==> config.mk <==
export PLATFORM = sky130hd
export DESIGN_NAME = riscv_alu_issue
export DESIGN_NICKNAME = d
export VERILOG_FILES = /design/src/rtl/riscv_pkg.sv /design/src/rtl/riscv_alu_decode.sv /design/src/rtl/riscv_alu_issue.sv
export SDC_FILE = /design/constraint.sdc
export NUM_CORES = 1
export LEC_CHECK = 0
export CORE_MARGIN = 5
export CORE_UTILIZATION = 50
export CTS_BUF_LIST = sky130_fd_sc_hd__clkbuf_4 sky130_fd_sc_hd__clkbuf_8
export CTS_CLUSTER_DIAMETER = 30
export DETAILED_ROUTE_END_ITERATION = 7
export PLACE_DENSITY = 0.79
export RECOVER_POWER = 25
export SLEW_MARGIN = 20
export SYNTH_ARGS = -nofsm -noshare
export SYNTH_HDL_FRONTEND = slang
export SYNTH_SLANG_ARGS = --single-unit
==> constraint.sdc <==
create_clock -name clk -period 2.79 [get_ports clk]
set_input_delay 0.279 -clock clk [delete_from_list [all_inputs] [get_ports clk]]
set_output_delay 0.279 -clock clk [all_outputs]
set_load 0.03 [all_outputs]
==> src/rtl/riscv_pkg.sv <==
// riscv_pkg
// Shared definitions for the RV32I ALU issue slice.
// Contents:
//   - ALU control codes
//   - opcode constants
//   - skid-buffer state encoding
//   - immediate format selector
//   - decoded-entry struct
// The immediate is not part of the struct because its width is a module parameter.
package riscv_pkg;

    localparam logic [3:0] ALU_AND     = 4'b0000;
    localparam logic [3:0] ALU_OR      = 4'b0001;
    localparam logic [3:0] ALU_ADD     = 4'b0010;
    localparam logic [3:0] ALU_SUB     = 4'b0110;
    localparam logic [3:0] ALU_SLT     = 4'b0111;
    localparam logic [3:0] ALU_NOR     = 4'b1100;
    localparam logic [3:0] ALU_ILLEGAL = 4'b1111;

    localparam logic [6:0] OP_RTYPE  = 7'b0110011;
    localparam logic [6:0] OP_IMM    = 7'b0010011;
    localparam logic [6:0] OP_LOAD   = 7'b0000011;
    localparam logic [6:0] OP_STORE  = 7'b0100011;
    localparam logic [6:0] OP_BRANCH = 7'b1100011;

    typedef enum logic [1:0] {
        ST_EMPTY = 2'b00,
        ST_ONE   = 2'b01,
        ST_TWO   = 2'b10
    } state_t;

    typedef enum logic [1:0] {
        IMM_NONE = 2'b00,
        IMM_I    = 2'b01,
        IMM_S    = 2'b10,
        IMM_B    = 2'b11
    } imm_fmt_t;

    typedef struct packed {
        logic [3:0] alu_ctl;
        logic       use_imm;
        logic       is_branch;
        logic       illegal;
        logic [4:0] rs1;
        logic [4:0] rs2;
        logic [4:0] rd;
    } dec_t;

endpackage

==> src/rtl/riscv_alu_decode.sv <==
// riscv_alu_decode
// Purely combinational decode of an RV32I instruction word into ALU control
// fields plus a sign-extended immediate.
// Ports:
//   instr : 32-bit instruction word
//   dec   : ALU control, use_imm, is_branch, illegal, rs1/rs2/rd
//   imm   : sign-extended I/S/B immediate; 0 for R-type and illegal words
module riscv_alu_decode
    import riscv_pkg::*;
#(
    parameter int REG_WIDTH = 32
) (
    input  logic [31:0]          instr,
    output dec_t                 dec,
    output logic [REG_WIDTH-1:0] imm
);

    logic [6:0] opcode;
    logic [2:0] funct3;
    logic [6:0] funct7;
    imm_fmt_t   fmt;

    assign opcode = instr[6:0];
    assign funct3 = instr[14:12];
    assign funct7 = instr[31:25];

    always_comb begin
        dec.alu_ctl   = ALU_ILLEGAL;
        dec.use_imm   = 1'b0;
        dec.is_branch = 1'b0;
        dec.illegal   = 1'b1;
        dec.rs1       = instr[19:15];
        dec.rs2       = instr[24:20];
        dec.rd        = instr[11:7];
        fmt           = IMM_NONE;

        case (opcode)
            OP_RTYPE: begin
                dec.illegal = 1'b0;
                case (funct3)
                    3'b000: begin
                        if (funct7 == 7'b0000000)      dec.alu_ctl = ALU_ADD;
                        else if (funct7 == 7'b0100000) dec.alu_ctl = ALU_SUB;
                        else                           dec.illegal = 1'b1;
                    end
                    3'b111:  dec.alu_ctl = ALU_AND;
                    3'b110:  dec.alu_ctl = ALU_OR;
                    3'b010:  dec.alu_ctl = ALU_SLT;
                    default: dec.illegal = 1'b1;
                endcase
            end
            OP_IMM: begin
                dec.illegal = 1'b0;
                dec.use_imm = 1'b1;
                fmt         = IMM_I;
                case (funct3)
                    3'b000:  dec.alu_ctl = ALU_ADD;
                    3'b111:  dec.alu_ctl = ALU_AND;
                    3'b110:  dec.alu_ctl = ALU_OR;
                    3'b010:  dec.alu_ctl = ALU_SLT;
                    default: dec.illegal = 1'b1;
                endcase
            end
            OP_LOAD: begin
                if (funct3 == 3'b010) begin
                    dec.illegal = 1'b0;
                    dec.use_imm = 1'b1;
                    dec.alu_ctl = ALU_ADD;
                    fmt         = IMM_I;
                end
            end
            OP_STORE: begin
                if (funct3 == 3'b010) begin
                    dec.illegal = 1'b0;
                    dec.use_imm = 1'b1;
                    dec.alu_ctl = ALU_ADD;
                    fmt         = IMM_S;
                end
            end
            OP_BRANCH: begin
                if (funct3 == 3'b000 || funct3 == 3'b100) begin
                    dec.illegal   = 1'b0;
                    dec.is_branch = 1'b1;
                    dec.alu_ctl   = (funct3 == 3'b000) ? ALU_SUB : ALU_SLT;
                    fmt           = IMM_B;
                end
            end
            default: ;
        endcase

        // Any illegal combination collapses to the canonical illegal entry,
        // even if a legal-looking opcode already set partial fields.
        if (dec.illegal) begin
            dec.alu_ctl   = ALU_ILLEGAL;
            dec.use_imm   = 1'b0;
            dec.is_branch = 1'b0;
            fmt           = IMM_NONE;
        end
    end

    always_comb begin
        imm = '0;
        case (fmt)
            IMM_I:   imm = {{(REG_WIDTH-12){instr[31]}}, instr[31:20]};
            IMM_S:   imm = {{(REG_WIDTH-12){instr[31]}}, instr[31:25], instr[11:7]};
            IMM_B:   imm = {{(REG_WIDTH-13){instr[31]}}, instr[31], instr[7],
                            instr[30:25], instr[11:8], 1'b0};
            default: imm = '0;
        endcase
    end

endmodule

==> src/rtl/riscv_alu_issue.sv <==
// riscv_alu_issue
// Decodes offered RV32I instructions and queues them in a 2-entry skid buffer
// ahead of the ALU stage.
//
// Ports:
//   clk, rst            : clock, async active-high reset
//   in_valid / in_ready : input handshake; in_ready is registered
//   in_instr            : instruction word
//   flush               : drop everything buffered and the current offer
//   out_valid/out_ready : output handshake
//   out_*               : decoded head entry
//
// Skid-buffer states:
//   state    | meaning
//   ---------+----------------------------------------------
//   ST_EMPTY | no entry held, out_valid=0
//   ST_ONE   | head entry valid in slot 0
//   ST_TWO   | both slots full, in_ready=0
module riscv_alu_issue
    import riscv_pkg::*;
#(
    parameter int REG_WIDTH = 32
) (
    input  logic                 clk,
    input  logic                 rst,
    input  logic                 in_valid,
    output logic                 in_ready,
    input  logic [31:0]          in_instr,
    input  logic                 flush,
    output logic                 out_valid,
    input  logic                 out_ready,
    output logic [3:0]           out_alu_ctl,
    output logic                 out_use_imm,
    output logic [REG_WIDTH-1:0] out_imm,
    output logic                 out_is_branch,
    output logic                 out_illegal,
    output logic [4:0]           out_rs1,
    output logic [4:0]           out_rs2,
    output logic [4:0]           out_rd
);

    dec_t                 dec_f;
    logic [REG_WIDTH-1:0] dec_imm;

    dec_t                 ent0, ent1;
    logic [REG_WIDTH-1:0] imm0, imm1;

    state_t state, state_nxt;
    logic   in_ready_q;
    logic   accept, pop;
    logic   ld0, ld1, shift;

    riscv_alu_decode #(.REG_WIDTH(REG_WIDTH)) u_decode (
        .instr (in_instr),
        .dec   (dec_f),
        .imm   (dec_imm)
    );

    assign in_ready  = in_ready_q;
    assign out_valid = (state != ST_EMPTY);
    assign accept    = in_valid & in_ready_q;
    assign pop       = out_valid & out_ready;

    always_ff @(posedge clk or posedge rst) begin
        if (rst) begin
            state      <= ST_EMPTY;
            in_ready_q <= 1'b0;
        end else begin
            state      <= state_nxt;
            in_ready_q <= (state_nxt != ST_TWO);
        end
    end

    always_comb begin
        state_nxt = state;
        ld0       = 1'b0;
        ld1       = 1'b0;
        shift     = 1'b0;
        if (flush) begin
            state_nxt = ST_EMPTY;
        end else begin
            case (state)
                ST_EMPTY: begin
                    if (accept) begin
                        state_nxt = ST_ONE;
                        ld0       = 1'b1;
                    end
                end
                ST_ONE: begin
                    if (accept && pop) begin
                        ld0 = 1'b1;
                    end else if (accept) begin
                        state_nxt = ST_TWO;
                        ld1       = 1'b1;
                    end else if (pop) begin
                        state_nxt = ST_EMPTY;
                    end
                end
                ST_TWO: begin
                    if (pop) begin
                        state_nxt = ST_ONE;
                        shift     = 1'b1;
                    end
                end
                default: state_nxt = ST_EMPTY;
            endcase
        end
    end

    always_ff @(posedge clk or posedge rst) begin
        if (rst) begin
            ent0 <= '0;
            ent1 <= '0;
            imm0 <= '0;
            imm1 <= '0;
        end else begin
            if (ld0) begin
                ent0 <= dec_f;
                imm0 <= dec_imm;
            end else if (shift) begin
                ent0 <= ent1;
                imm0 <= imm1;
            end
            if (ld1) begin
                ent1 <= dec_f;
                imm1 <= dec_imm;
            end
        end
    end

    assign out_alu_ctl   = ent0.alu_ctl;
    assign out_use_imm   = ent0.use_imm;
    assign out_imm       = imm0;
    assign out_is_branch = ent0.is_branch;
    assign out_illegal   = ent0.illegal;
    assign out_rs1       = ent0.rs1;
    assign out_rs2       = ent0.rs2;
    assign out_rd        = ent0.rd;

endmodule

# ---- Word level (Yosys, flattened, before mapping)
# Index checks and enable logic that the tools add are counted.
dict set report totals {
  wordCells 91
  ff_bits 111
  output_inout_bits 56
  input_bits 37
}
dict set report op_classes {
  n_reduce_logical 10
  n_bitwise 2
  n_eq_ne 16
  mux 45
}
# op n
set op_table {}
lappend op_table {{$pmux 32 s3} 1}
lappend op_table {{$mux 32} 2}
lappend op_table {{$pmux 4 s4} 3}
lappend op_table {{$mux 22} 2}
lappend op_table {{$eq 7x6->1 const B} 3}
lappend op_table {{$mux 2} 10}
lappend op_table {{$mux 1} 16}
lappend op_table {{$mux 4} 3}
lappend op_table {{$eq 3x3->1 const B} 3}
lappend op_table {{$pmux 2 s4} 1}
lappend op_table {{$eq 7x2->1 const B} 1}
lappend op_table {{$eq 7x5->1 const B} 1}
lappend op_table {{$eq 7x7->1 const B} 1}
lappend op_table {{$logic_not 7->1} 1}
lappend op_table {{$eq 2x2->1 const B} 3}
lappend op_table {{$mux 6} 1}
lappend op_table {{$pmux 1 s2} 3}
lappend op_table {{$pmux 2 s3} 1}
lappend op_table {{$mux 5} 1}
lappend op_table {{$eq 2x1->1 const B} 2}
lappend op_table {{$pmux 1 s4} 1}
lappend op_table {{$reduce_bool 2->1} 2}
lappend op_table {{$reduce_or 4->1} 1}
lappend op_table {{$eq 3x2->1 const B} 1}
lappend op_table {{8 further kinds} 9}

# ---- Depth between registers and ports, before layout
dict set report logic_depth {
  word_depth 9
  depth_mapped 7
  ltp_nobuf 5
}

# ---- Cells and area by module
# Synthesis repeated with hierarchy kept, for this count alone.
dict set report hier_totals {
  cells_unflattened 412
  hier_area_um2 5987.0
}
# mod cells_each area_each_um2 instances seq_area_each_um2
set by_module_without_submodules {}
lappend by_module_without_submodules {riscv_alu_issue 307 5250.0 1 2777.7}
lappend by_module_without_submodules {riscv_alu_decode 105 737.0 1 0.0}

# ---- Worst setup path before layout
# No wires, ideal clock.
dict set report synth_timing {
  path_kind {register to register}
  start {reg in_ready_q, in the netlist in_ready}
  end {reg ent0, in the netlist out_rd[0]}
  required_ns 2.666
  arrival_time_ns 1.834
  synth_period_minus_slack_ns 1.958
  n_path_buf 2
  stages_incl_launch_ff 8
  setup_ns 0.124
  setup_slack_ns 0.832
  cell_sequence {dfrtp_1 -> nand2_1 -> nor4_2 -> nor2_1 -> clkbuf_1 -> clkbuf_1 -> nand2_1 -> nand2_1}
}
dict set report synth_between {
  elab_chain_cells 6
  word_cells_on_any_way 8
  cone_classes {mux (5); bitwise (1); reduce/logical (2)}
}
# element line
set synth_rtl {}
lappend synth_rtl {{from (decl)} riscv_alu_issue.sv:49} ;# logic in_ready_q;
lappend synth_rtl {{from (signal assigned)} riscv_alu_issue.sv:70} ;# in_ready_q <= (state_nxt != ST_TWO);
lappend synth_rtl {{$and 1x1->1 (*)} riscv_alu_issue.sv:61} ;# assign accept = in_valid & in_ready_q;
lappend synth_rtl {{$logic_and 1x1->1} riscv_alu_issue.sv:90} ;# if (accept && pop) begin
lappend synth_rtl {{$mux 1} riscv_alu_issue.sv:90}
lappend synth_rtl {{$pmux 1 s2 (*)} riscv_alu_issue.sv:82} ;# case (state)
lappend synth_rtl {{$mux 1 (*)} riscv_alu_issue.sv:79} ;# if (flush) begin
lappend synth_rtl {{$mux 22 / $reduce_bool 2->1 (equally long branches)} n/a}
lappend synth_rtl {{to (signal assigned)} riscv_alu_issue.sv:121} ;# ent0 <= ent1;
lappend synth_rtl {{to (decl)} riscv_alu_issue.sv:45} ;# dec_t ent0, ent1;
# Every way passes the cells marked *; elsewhere a longest branch is shown, timed or not.
# A chain may end at the register's enable or synchronous reset.

# ---- Final worst setup path
dict set report layout_timing {
  start {in in_instr[26]}
  end {reg ent0, in the netlist out_alu_ctl[0]}
}
dict set report layout_between {
  elab_chain_cells 7
  word_cells_on_any_way 12
  cone_classes {eq/ne (1); mux (10); reduce/logical (1)}
}
# element line
set layout_rtl {}
lappend layout_rtl {{from (decl)} riscv_alu_issue.sv:28} ;# input logic [31:0] in_instr,
lappend layout_rtl {{$eq 7x6->1} riscv_alu_decode.sv:43} ;# else if (funct7 == 7'b0100000) dec.alu_ctl = ALU_SUB;
lappend layout_rtl {{$mux 4 / $mux 1 (equally long branches)} riscv_alu_decode.sv:43}
lappend layout_rtl {{$mux 4 / $mux 1 (equally long branches)} riscv_alu_decode.sv:42} ;# if (funct7 == 7'b0000000) dec.alu_ctl = ALU_ADD;
lappend layout_rtl {{$pmux 4 s4 / $pmux 1 s2 (equally long branches)} riscv_alu_decode.sv:40} ;# case (funct3)
lappend layout_rtl {{$pmux 4 s4 / $pmux 1 s4 (equally long branches)} riscv_alu_decode.sv:37} ;# case (opcode)
lappend layout_rtl {{$mux 6 (*)} riscv_alu_decode.sv:93} ;# if (dec.illegal) begin
lappend layout_rtl {{$mux 22 (*)} riscv_alu_issue.sv:117} ;# if (ld0) begin
# Marks and branches as above.

==> metrics <==
initial antenna violation count=0; reg2reg start=in_ready; CP Data Arrival Time=2.37 ns; CP Capture Type=flip-flop; Synth Net Count=between 400 and 500; post-cts sizing count=0; slew margin rel.=0.308; Yosys top cell area share=0.514; Cells after Synth=370; Critical Path Start Type=primary input; clk root buf=clkbuf_8; Die ar.=around 0.0089 mm^2; uppermost routed layer=met4; final setup margin=between 0.6 and 0.7 ns; syn_area_per_cell=roughly 9.6 um^2; RSZ-0062 raised after global routing=false; nets=482; layout cells sized above 1=0.0869; Diodes inserted=0; via count=between 2,000 and 3,000; area grow syn2layout=33.0%; Worst Hold Depth=2; Yosys top cell by area=dfrtp_1; fin crit period=roughly 2.2 ns; GRT Overall Usage=0.211; pwr/cell area=about 600 mW/mm^2; DRC=0; met3 wire len=just under 600 um; synth top area cells=dfrtp_1 (51%), nand2_1 (10%), buf_4 (4.0%); GRT overflow=0; Core Region=0.00687 mm^2; drt first-iter violations=around 160; Max clock buf depth=2; Num CTS Buffers=9; Max Clk Rate=~460 MHz; DP Wirelength=6210 um; Pwr Total=2.85 mW; DR vias/cell=about 5.4; reg2reg setup slack=just over 0.8 ns; number of global-route vias before repair=about 2,900; Leak Pwr=~2.1 nW; height of the chip=about 94 um; routed len/inst=approximately 16 um; Post-Place Setup Slack=just under 0.3 ns; ratio of final minimum period to clock period=0.771; Synth cell types=between 40 and 50; setup_tns=0 ns; # clock sinks=73; worst vdd ir=around 380 uV; final wirelength=about 9000 um; Post-CTS Setup Bufs=0; Hold Path Sink=out_rd[1]; IO Count=93; DIE WIDTH=around 94 um; first-pass detailed-route iteration total=4; run status=finished, final reports clean; reg2reg end=imm1[6]; CTS tree=yes; largest net degree at the start of global routing=48; gpl congestion=0.851; clk_skew=approximately 0.0053 ns; Worst-path clk slew=~0.07 ns; register area share after synthesis=0.514; register bit total from synthesis=73; wl on met1=~3800 um; first-pass GRT wire length=around 15,000 um; met2 WL=roughly 4500 um; worst slew pin tran=roughly 1.0 ns; worst hold start=out_rd[1]; Slew Limit Fails=0; final setup vio count=0; H-tree Lvls=3; CP Class=in -> reg; I/O Buffers=92; Initial Util=0.517; final hold violations=0; Syn. warnings=0; synthesized area=between 0.003 and 0.004 mm^2; reg2reg path depth=5; worst path required time=about 3 ns; Layout Utilization=0.688; Antenna Nets Post-Route=0; Placement Rows=30; Skew-Pair Late Insertion Delay=0.35 ns; CP max FO=7; cts-stage hold buffer count=0; hold crit path type=reg -> reg; max cap viols=0
[flip-flops by register name (all words and copies together) (netlist names), 2 cells and up]
register	count
imm1	13
out_rd	5
out_rs2	5
out_imm	13
out_rs1	5
state	2
out_alu_ctl	4
ent1	22
[cell type report]
class	count	area (um^2)
well taps	96	120
fillers	536	2140
clock inverters	5	104
inverters	4	15.0
repair buffers	103	1020
multi-input cells	254	1510
flip-flops and latches	73	1830
clock buffers	10	138
[critical path, stage by stage]
cell             delay (ns)
clkdlybuf4s50_1        0.46
nor4_2                 0.40
nand3_1                0.14
a2111o_4               0.60
a2111oi_2              0.36
a21oi_1                0.13
[cell families (layout without fill, tap and decap cells)]
kind of cell,Yosys count,after routing,synth area share
AOI/OAI and AO/OA,91,91,0.190
buffers and inverters,43,122,0.0669
muxes,5,5,0.0141
DFF,73,73,0.514
and+or+nand+nor,157,157,0.212
xor gates and xnor gates,1,1,0.00247
[per-layer routing]
layer / GRT usage / up-vias
met2: 0.343 / 108
met1: 0.277 / 1397
met5: 0 / -
met4: 0.0650 / 0
met3: 0.0513 / 10
li1: - / 1420
[worst max-delay path by stage]
| stage | start | slack [ns] | end | cells after the start |
|---|---|---|---|---|
| 4_1_cts | in_instr[26] | 0.65 | out_alu_ctl[0] | 6 |
| 6_report | in_instr[26] | 0.64 | out_alu_ctl[0] | 6 |
| 3_3_place_gp | in_instr[26] | 0.36 | out_alu_ctl[2] | 6 |
| 3_5_place_dp | in_instr[26] | 0.29 | out_alu_ctl[2] | 6 |
| 5_1_grt | in_instr[14] | 0.47 | out_alu_ctl[0] | 6 |
| 2_1_floorplan | rst | 0.66 | ent1[0] | 1 |
[stage by stage]
step	hold WS (ns)	instances	cell area (um^2)
2_1_floorplan	0.345	370	3550
3_3_place_gp	0.457	530	4480
3_5_place_dp	0.461	530	4480
4_1_cts	0.323	545	4730
5_1_grt	0.504	545	4730
6_report	0.476	545	4730
[report_power, final]
group          internal [mW]  switching, mW  total, mW
sequential              1.20         0.0776       1.28
combinational          0.245          0.327      0.572
clock                  0.613          0.385      0.998
total                   2.06          0.789       2.85
[cell usage after synthesis (all sizes together)]
library cell  number
a221oi             1
nand3              3
a21o               8
xor2               1
or3b               1
o21ai             15
a2111o             1
nor3               7
nor2b             12
nor2              19
nor4b              1
a32oi              4
nand4bb            1
nand2             95
o21a               1
a2111oi            2
a22oi             18
and2               2
dfrtp             73
nand3b             3
nand2b             3
o211a              1
mux2i              5
o211ai             1
nor3b              2
or3                2
inv                4
a22o              14
clkbuf            16
a211oi             9
nor4               3
or4                1
a21oi             15
buf               23
o22ai              1
or2                2
[placed cells by master, fill, tap and decap left out, drive strengths merged, types with 3 or more instances in the layout]
cell / synthesis / final
a211oi: 9 / 9
a21o: 8 / 8
a21oi: 15 / 15
a22o: 14 / 14
a22oi: 18 / 18
a32oi: 4 / 4
buf: 23 / 11
bufinv: 0 / 3
clkbuf: 16 / 10
clkdlybuf4s50: 0 / 91
dfrtp: 73 / 73
inv: 4 / 4
mux2i: 5 / 5
nand2: 95 / 95
nand2b: 3 / 3
nand3: 3 / 3
nand3b: 3 / 3
nor2: 19 / 19
nor2b: 12 / 12
nor3: 7 / 7
nor4: 3 / 3
o21ai: 15 / 15
(Power assumes the default switching activity.)
